### src/rtl/lsu_pkg.sv
// Shared encodings and constants for the MEM-stage load/store unit.
package lsu_pkg;

   localparam int unsigned LANES      = 4;
   localparam int unsigned LSU_DATA_W = 32;

   // Access width encodings, in bytes
   localparam logic [2:0] W_BYTE = 3'd1;
   localparam logic [2:0] W_HALF = 3'd2;
   localparam logic [2:0] W_WORD = 3'd4;

   typedef enum logic [1:0] {
      IDLE = 2'd0,
      REQ  = 2'd1,
      WAIT = 2'd2,
      DONE = 2'd3
   } lsu_state_t;

   // Only 1, 2 and 4 byte accesses reach the bus; anything else is a no-op
   function automatic logic width_legal(input logic [2:0] w);
      return (w == W_BYTE) || (w == W_HALF) || (w == W_WORD);
   endfunction

endpackage

### src/rtl/lsu_align.sv
// Byte-lane alignment: store replication/strobes and load extract/extend.
module lsu_align
   import lsu_pkg::*;
(
   input  logic [2:0]            i_st_width,
   input  logic [1:0]            i_st_lane,
   input  logic [LSU_DATA_W-1:0] i_st_data,
   output logic [LSU_DATA_W-1:0] o_st_data_c,
   output logic [LANES-1:0]      o_st_strb_c,
   input  logic [2:0]            i_ld_width,
   input  logic [1:0]            i_ld_lane,
   input  logic                  i_ld_sign,
   input  logic [LSU_DATA_W-1:0] i_ld_word,
   output logic [LSU_DATA_W-1:0] o_ld_data_c
);

   logic [LSU_DATA_W-1:0] w_shifted;

   // Store path: replicate the right-justified datum across every lane it may land in
   always_comb begin
      o_st_data_c = i_st_data;
      o_st_strb_c = '0;
      case (i_st_width)
         W_BYTE: begin
            o_st_data_c = {4{i_st_data[7:0]}};
            o_st_strb_c = 4'b0001 << i_st_lane;
         end
         W_HALF: begin
            o_st_data_c = {2{i_st_data[15:0]}};
            o_st_strb_c = 4'b0011 << i_st_lane;
         end
         W_WORD: begin
            o_st_strb_c = 4'b1111;
         end
         default: ;
      endcase
   end

   assign w_shifted = i_ld_word >> {i_ld_lane, 3'b000};

   // Load path: bring the addressed lane down to bit 0, then sign/zero extend
   always_comb begin
      o_ld_data_c = w_shifted;
      case (i_ld_width)
         W_BYTE:  o_ld_data_c = {{24{i_ld_sign & w_shifted[7]}}, w_shifted[7:0]};
         W_HALF:  o_ld_data_c = {{16{i_ld_sign & w_shifted[15]}}, w_shifted[15:0]};
         default: ;
      endcase
   end

endmodule

### src/rtl/dmem_lsu.sv
// MEM-stage load/store unit: one valid/ready bus transaction per aligned access.
module dmem_lsu
   import lsu_pkg::*;
#(
   parameter int unsigned ADDR_W = 32,
   parameter int unsigned DATA_W = 32
)(
   input  logic              clk,
   input  logic              rst_n,
   input  logic              ren,
   input  logic [2:0]        rwidth,
   input  logic              rsign,
   input  logic              wen,
   input  logic [2:0]        wwidth,
   input  logic [ADDR_W-1:0] addr,
   input  logic [DATA_W-1:0] wdata,
   output logic              stall,
   output logic [DATA_W-1:0] rdata,
   output logic              rdata_valid,
   output logic              misalign,
   output logic              bus_req_valid,
   input  logic              bus_req_ready,
   output logic              bus_req_we,
   output logic [ADDR_W-1:0] bus_req_addr,
   output logic [3:0]        bus_req_wstrb,
   output logic [DATA_W-1:0] bus_req_wdata,
   input  logic              bus_resp_valid,
   input  logic [DATA_W-1:0] bus_resp_rdata
);

   lsu_state_t r_state;
   lsu_state_t w_next;

   logic              r_req_valid;
   logic              r_we;
   logic              r_rsign;
   logic              r_rdata_valid;
   logic [2:0]        r_width;
   logic [1:0]        r_lane;
   logic [ADDR_W-1:0] r_addr;
   logic [DATA_W-1:0] r_wdata;
   logic [DATA_W-1:0] r_rdata;
   logic [LANES-1:0]  r_wstrb;

   logic              w_req;
   logic [2:0]        w_width;
   logic              w_mis;
   logic              w_start;
   logic [DATA_W-1:0] w_st_data;
   logic [DATA_W-1:0] w_ld_data;
   logic [LANES-1:0]  w_st_strb;

   // Request decode: loads win over stores when both are raised
   assign w_req   = ren | wen;
   assign w_width = ren ? rwidth : wwidth;
   assign w_mis   = w_req & (((w_width == W_HALF) & addr[0]) |
                             ((w_width == W_WORD) & (addr[1:0] != 2'b00)));
   assign w_start = (r_state == IDLE) & w_req & width_legal(w_width) & ~w_mis;

   // Store formatting uses live inputs; load formatting uses captured access info
   lsu_align u_align (
      .i_st_width  (w_width),
      .i_st_lane   (addr[1:0]),
      .i_st_data   (wdata),
      .o_st_data_c (w_st_data),
      .o_st_strb_c (w_st_strb),
      .i_ld_width  (r_width),
      .i_ld_lane   (r_lane),
      .i_ld_sign   (r_rsign),
      .i_ld_word   (bus_resp_rdata),
      .o_ld_data_c (w_ld_data)
   );

   // State register
   always_ff @(posedge clk or negedge rst_n) begin
      if (!rst_n) r_state <= IDLE;
      else        r_state <= w_next;
   end

   // Next state plus the combinational stall/misalign flags
   always_comb begin
      w_next   = r_state;
      stall    = 1'b0;
      misalign = 1'b0;
      case (r_state)
         IDLE: begin
            misalign = w_mis;
            stall    = w_start;
            if (w_start) w_next = REQ;
         end
         REQ: begin
            stall = 1'b1;
            if (bus_req_ready) w_next = WAIT;
         end
         WAIT: begin
            stall = 1'b1;
            if (bus_resp_valid) w_next = DONE;
         end
         DONE:    w_next = IDLE;
         default: w_next = IDLE;
      endcase
   end

   // Capture the access on start, drop valid on handshake, latch the response
   always_ff @(posedge clk or negedge rst_n) begin
      if (!rst_n) begin
         r_req_valid   <= 1'b0;
         r_we          <= 1'b0;
         r_rsign       <= 1'b0;
         r_rdata_valid <= 1'b0;
         r_width       <= '0;
         r_lane        <= '0;
         r_addr        <= '0;
         r_wdata       <= '0;
         r_rdata       <= '0;
         r_wstrb       <= '0;
      end else begin
         r_rdata_valid <= 1'b0;
         case (r_state)
            IDLE: begin
               if (w_start) begin
                  r_req_valid <= 1'b1;
                  r_we        <= ~ren;
                  r_addr      <= {addr[ADDR_W-1:2], 2'b00};
                  r_wdata     <= ren ? '0 : w_st_data;
                  r_wstrb     <= ren ? '0 : w_st_strb;
                  r_rsign     <= rsign;
                  r_width     <= w_width;
                  r_lane      <= addr[1:0];
               end
            end
            REQ: begin
               if (bus_req_ready) r_req_valid <= 1'b0;
            end
            WAIT: begin
               if (bus_resp_valid) begin
                  r_rdata       <= r_we ? '0 : w_ld_data;
                  r_rdata_valid <= ~r_we;
               end
            end
            default: ;
         endcase
      end
   end

   assign bus_req_valid = r_req_valid;
   assign bus_req_we    = r_we;
   assign bus_req_addr  = r_addr;
   assign bus_req_wstrb = r_wstrb;
   assign bus_req_wdata = r_wdata;
   assign rdata         = r_rdata;
   assign rdata_valid   = r_rdata_valid;

endmodule
### config.mk
export PLATFORM = sky130hd
export DESIGN_NAME = dmem_lsu
export DESIGN_NICKNAME = d
export VERILOG_FILES = /design/src/rtl/lsu_pkg.sv /design/src/rtl/lsu_align.sv /design/src/rtl/dmem_lsu.sv
export SDC_FILE = /design/constraint.sdc
export NUM_CORES = 1
export LEC_CHECK = 0
export ABC_CLOCK_PERIOD_IN_PS = 2500
export BUFFER_PORTS_ARGS = -buffer_cell sky130_fd_sc_hd__clkbuf_2
export CAP_MARGIN = 15
export CORE_ASPECT_RATIO = 2
export CORE_UTILIZATION = 49
export DETAILED_ROUTE_END_ITERATION = 10
export GPL_TIMING_DRIVEN = 0
export PLACE_DENSITY_LB_ADDON = 0.15
export SLEW_MARGIN = 0
export SYNTH_ARGS = -nofsm -noshare
export SYNTH_HDL_FRONTEND = slang
export SYNTH_SLANG_ARGS = --single-unit
### constraint.sdc
create_clock -name clk -period 2.5 [get_ports clk]
set_input_delay 0.125 -clock clk [delete_from_list [all_inputs] [get_ports clk]]
set_output_delay 0.125 -clock clk [all_outputs]
set_load 0.005 [all_outputs]
==> results.toml <==
[final_layout]
nNetsFinal = 859
final_cells = 887
finalInstanceArea_um2 = 7030
antenna_cells = 0
area_delta_synth_final_pct = 31.4
regArea_um2 = 2730
fill_cells = 868
drive_above_1_share = 0.381
multi_input_area_um2 = 2430

[worst_setup_path]
ff2ff_setup_slack_ns = 0.15
worstSetupEndpointType = "flip-flop"
critPathRequiredTime_ns = 2.79
r2r_end = "rdata[31]"
cp-startpoint = "r_width[1]"
criticalPathCategory = "reg -> reg"
timing.rr.start = "r_width[1]"
cp-start-kind = "flip-flop"
arrival_ns = 2.64
r2r_cells = 6
worstPathMaxFanout = 9

[power_and_ir_drop]
power_w = 0.00782
ir_worst_vdd_v = 0.000511
seq_power_share = 0.385
p_sw_frac = 0.379
p_int_w = 0.00486
power_density_nw_per_um2 = 1110
p_switching_w = 0.00297
pwr-share-comb = 0.432
static-leakage-power_nw = 3.46
clkPwrFrac = 0.183

[sta]
final.setup.worst_slack_ns = 0.146
skew_ns = 0.00813
worst_slew_pin_slew_ns = 0.875
final-max-slew-violation-count = 0
min_period_over_period = 0.942
relSlewSlack = 0.416
setup_viol_count_final = 0
max_freq_mhz = 425
min_period_ns = 2.35
hold_viol_final = 0

[clock_tree]
clockRootBuffer = "clkbuf_16"
cts_buffers = 9
path_clk_slew_ns = 0.08
tritoncts = "done"
clockBufferDepth = 2
clk-insertion-delay-late_ns = 0.35
cts_max_level = 3
numClockSinks = 109

[route]
drtAntennaViolNets = 0
vias_per_cell = 5.66
initialDrtViolationCount = 275
drc = 1
wl_per_cell_um = 18.5
num_vias = 5022
routed_wirelength_mm = 16.4
drt_first_pass_iters = 9

[logic_synthesis]
synth.avg_cell_area_um2 = 10.5
yosysTopAreaCell = "dfrtp_1"
yosys.cell_types.count = 51
yosysSeqAreaShare = 0.510
syn_area_um2 = 5350
synth_top_area_frac = 0.510
async_flop_share = 1.00
synth-edff-count = 0
synthFlopType = "dfrtp_1"
syn_inst = 510
synth-seq-cells = 109
yosys-top-cells-area = "dfrtp_1 51%, o21ai_0 7.7%, mux2_2 7.4%"
yosysWarnings = 0

[grt]
grt_pass1_vias = 5046
overflow = 0
grt_pass1_wl_mm = 25.1
antenna_found_initial = 0
grt_use_total = 0.288
grt_max_degree = 110

[placed_design]
place_ws_ns = 0.0407
dp_hpwl_mm = 12.6
portBuffers = 210
gp_congestion = 0.966
dp_cells = 858
place_area_um2 = 6590

[run_status]
outcome = "complete, but fails checks"
violations = "design-rule violations"

[die]
row_count = 53
die_x_um = 75.9
die_h_um = 150
io_pins = 214
initial_core_util = 0.508
core_area_um2 = 10500
die_area_um2 = 11400

[hold_path]
min-delay-start = "addr[13]"
hold_end = "bus_req_addr[13]"
min_path_cells = 2
hp-class = "in -> reg"

[run]
cap_violations = 0
## Yosys cell counts, types with 2 or more instances
| master | number |
|---|---|
| clkbuf_1 | 28 |
| a21oi_1 | 18 |
| nor2_2 | 3 |
| buf_4 | 2 |
| nand3_1 | 3 |
| a32o_1 | 7 |
| nor2_1 | 22 |
| nor4_1 | 2 |
| o21ai_1 | 2 |
| o31ai_1 | 24 |
| nor2b_1 | 11 |
| dfrtp_1 | 109 |
| a211o_1 | 7 |
| mux2_2 | 35 |
| or3b_2 | 2 |
| o21ai_0 | 82 |
| xor2_1 | 3 |
| mux2i_1 | 30 |
| inv_1 | 7 |
| nand2_1 | 34 |
| nor3b_1 | 4 |
| or2_2 | 2 |
| a2111oi_0 | 2 |
| a22o_1 | 10 |
| buf_2 | 7 |
| buf_1 | 2 |
| ha_1 | 5 |
| nand2b_1 | 16 |
| o22ai_1 | 9 |
## kinds of logic after synthesis
family / after synthesis / share of synthesized area
muxes: 66 / 0.134
AOI/OAI and AO/OA: 169 / 0.196
adders and majority gates: 5 / 0.0117
other: 1 / 0.000701
xor gates and xnor gates: 4 / 0.00655
buffers and inverters: 48 / 0.0381
and+or+nand+nor: 108 / 0.104
DFF: 109 / 0.510
## flip-flops by register name (all words and copies together), names as in the netlist
| name | cells |
|---|---|
| bus_req_wdata | 32 |
| rdata | 32 |
| bus_req_addr | 30 |
| bus_req_wstrb | 4 |
| r_width | 3 |
| r_lane | 2 |
| r_state | 2 |
| bus_req_valid | 1 |
| bus_req_we | 1 |
| r_rsign | 1 |
| rdata_valid | 1 |
## layer usage
metal / wire length, um / share of wire / vias up / global-route usage
met4: 735 / 0.045 / 0 / 0.169
met2: 9180 / 0.56 / 214 / 0.545
li1: - / - / 2313 / -
met3: 835 / 0.051 / 47 / 0.0500
met1: 5680 / 0.35 / 2448 / 0.291
met5: 0 / 0 / - / 0
## layout make-up
cell class / instances / area share
repair buffers: 223 / 0.169
clock buffers: 10 / 0.0340
inverters: 8 / 0.00480
multi-input cells: 354 / 0.346
flip-flops and latches: 109 / 0.388
clock inverters: 6 / 0.00961
well taps: 137 / 0.0244
plain buffers: 40 / 0.0251
## what timing repair did
item | in CTS | in global routing
gates resized for setup | 1 | 6
endpoints found under the setup margin | 1 | 52
gates cloned | 0 | 0
hold endpoints to repair | 120 | 0
hold buffers | 12 | 0
setup buffers | 0 | 1
## power groups by stage
stage | Sequential (W) | Combinational (W) | Clock (W)
detailed placement | 0.00304 | 0.00335 | 0
global placement | 0.00300 | 0.00326 | 0
finish | 0.00301 | 0.00338 | 0.00143
CTS | 0.00301 | 0.00338 | 0.00146
global route | 0.00311 | 0.00372 | 0.00153
floorplan | 0.00304 | 0.00179 | 0
## per-stage QoR
step	hold WS, ns	setup TNS [ns]	util
finish	0.0106	0	0.667
global route	0.00458	-0.00132	0.667
CTS	0.000356	0	0.665
detailed placement	0.300	0	0.625
global placement	0.358	-16.82	0.624
floorplan	-0.171	0	-
## layout by cell type, fill, tap and decap left out, types with 2 or more instances in the layout
cell / n
a21oi_1: 18
nand2_1: 34
dfrtp_1: 109
clkinv_4: 2
a32o_1: 7
buf_4: 3
o22ai_1: 9
or3b_2: 2
clkbuf_1: 26
nand3_1: 3
nor4_1: 2
o31ai_1: 24
a22o_1: 10
nor2_2: 3
mux2i_1: 30
mux2_2: 35
o21ai_0: 82
a2111oi_0: 2
clkbuf_8: 2
buf_1: 2
a211o_1: 7
nor3b_1: 4
nor2b_1: 11
xor2_1: 3
clkbuf_2: 210
or2_2: 2
clkbuf_16: 9
nand2b_1: 15
dlygate4sd3_1: 12
conb_1: 2
inv_1: 7
buf_2: 8
clkinv_8: 2
inv_6: 2
ha_1: 5
nor2_1: 22
## critical path, cell delays in order (launching register included)
cell	delay (ns)
dfrtp_1	0.41
or3b_2	0.47
clkbuf_1	0.21
nor3b_2	0.46
a311oi_1	0.13
nor2_2	0.39
a22o_1	0.21
## how the worst max path moves through the flow
stage	endpoint	slack, ns	cells after the start
2_1_floorplan	rdata[31]	0.50	6
3_3_place_gp	bus_req_addr[27]	-0.17	1
3_5_place_dp	rdata[30]	0.04	8
4_1_cts	rdata[30]	0.006	8
5_1_grt	stall	-0.001	8
6_report	rdata[31]	0.15	6
No activity file was read; power rests on OpenSTA's default activity.
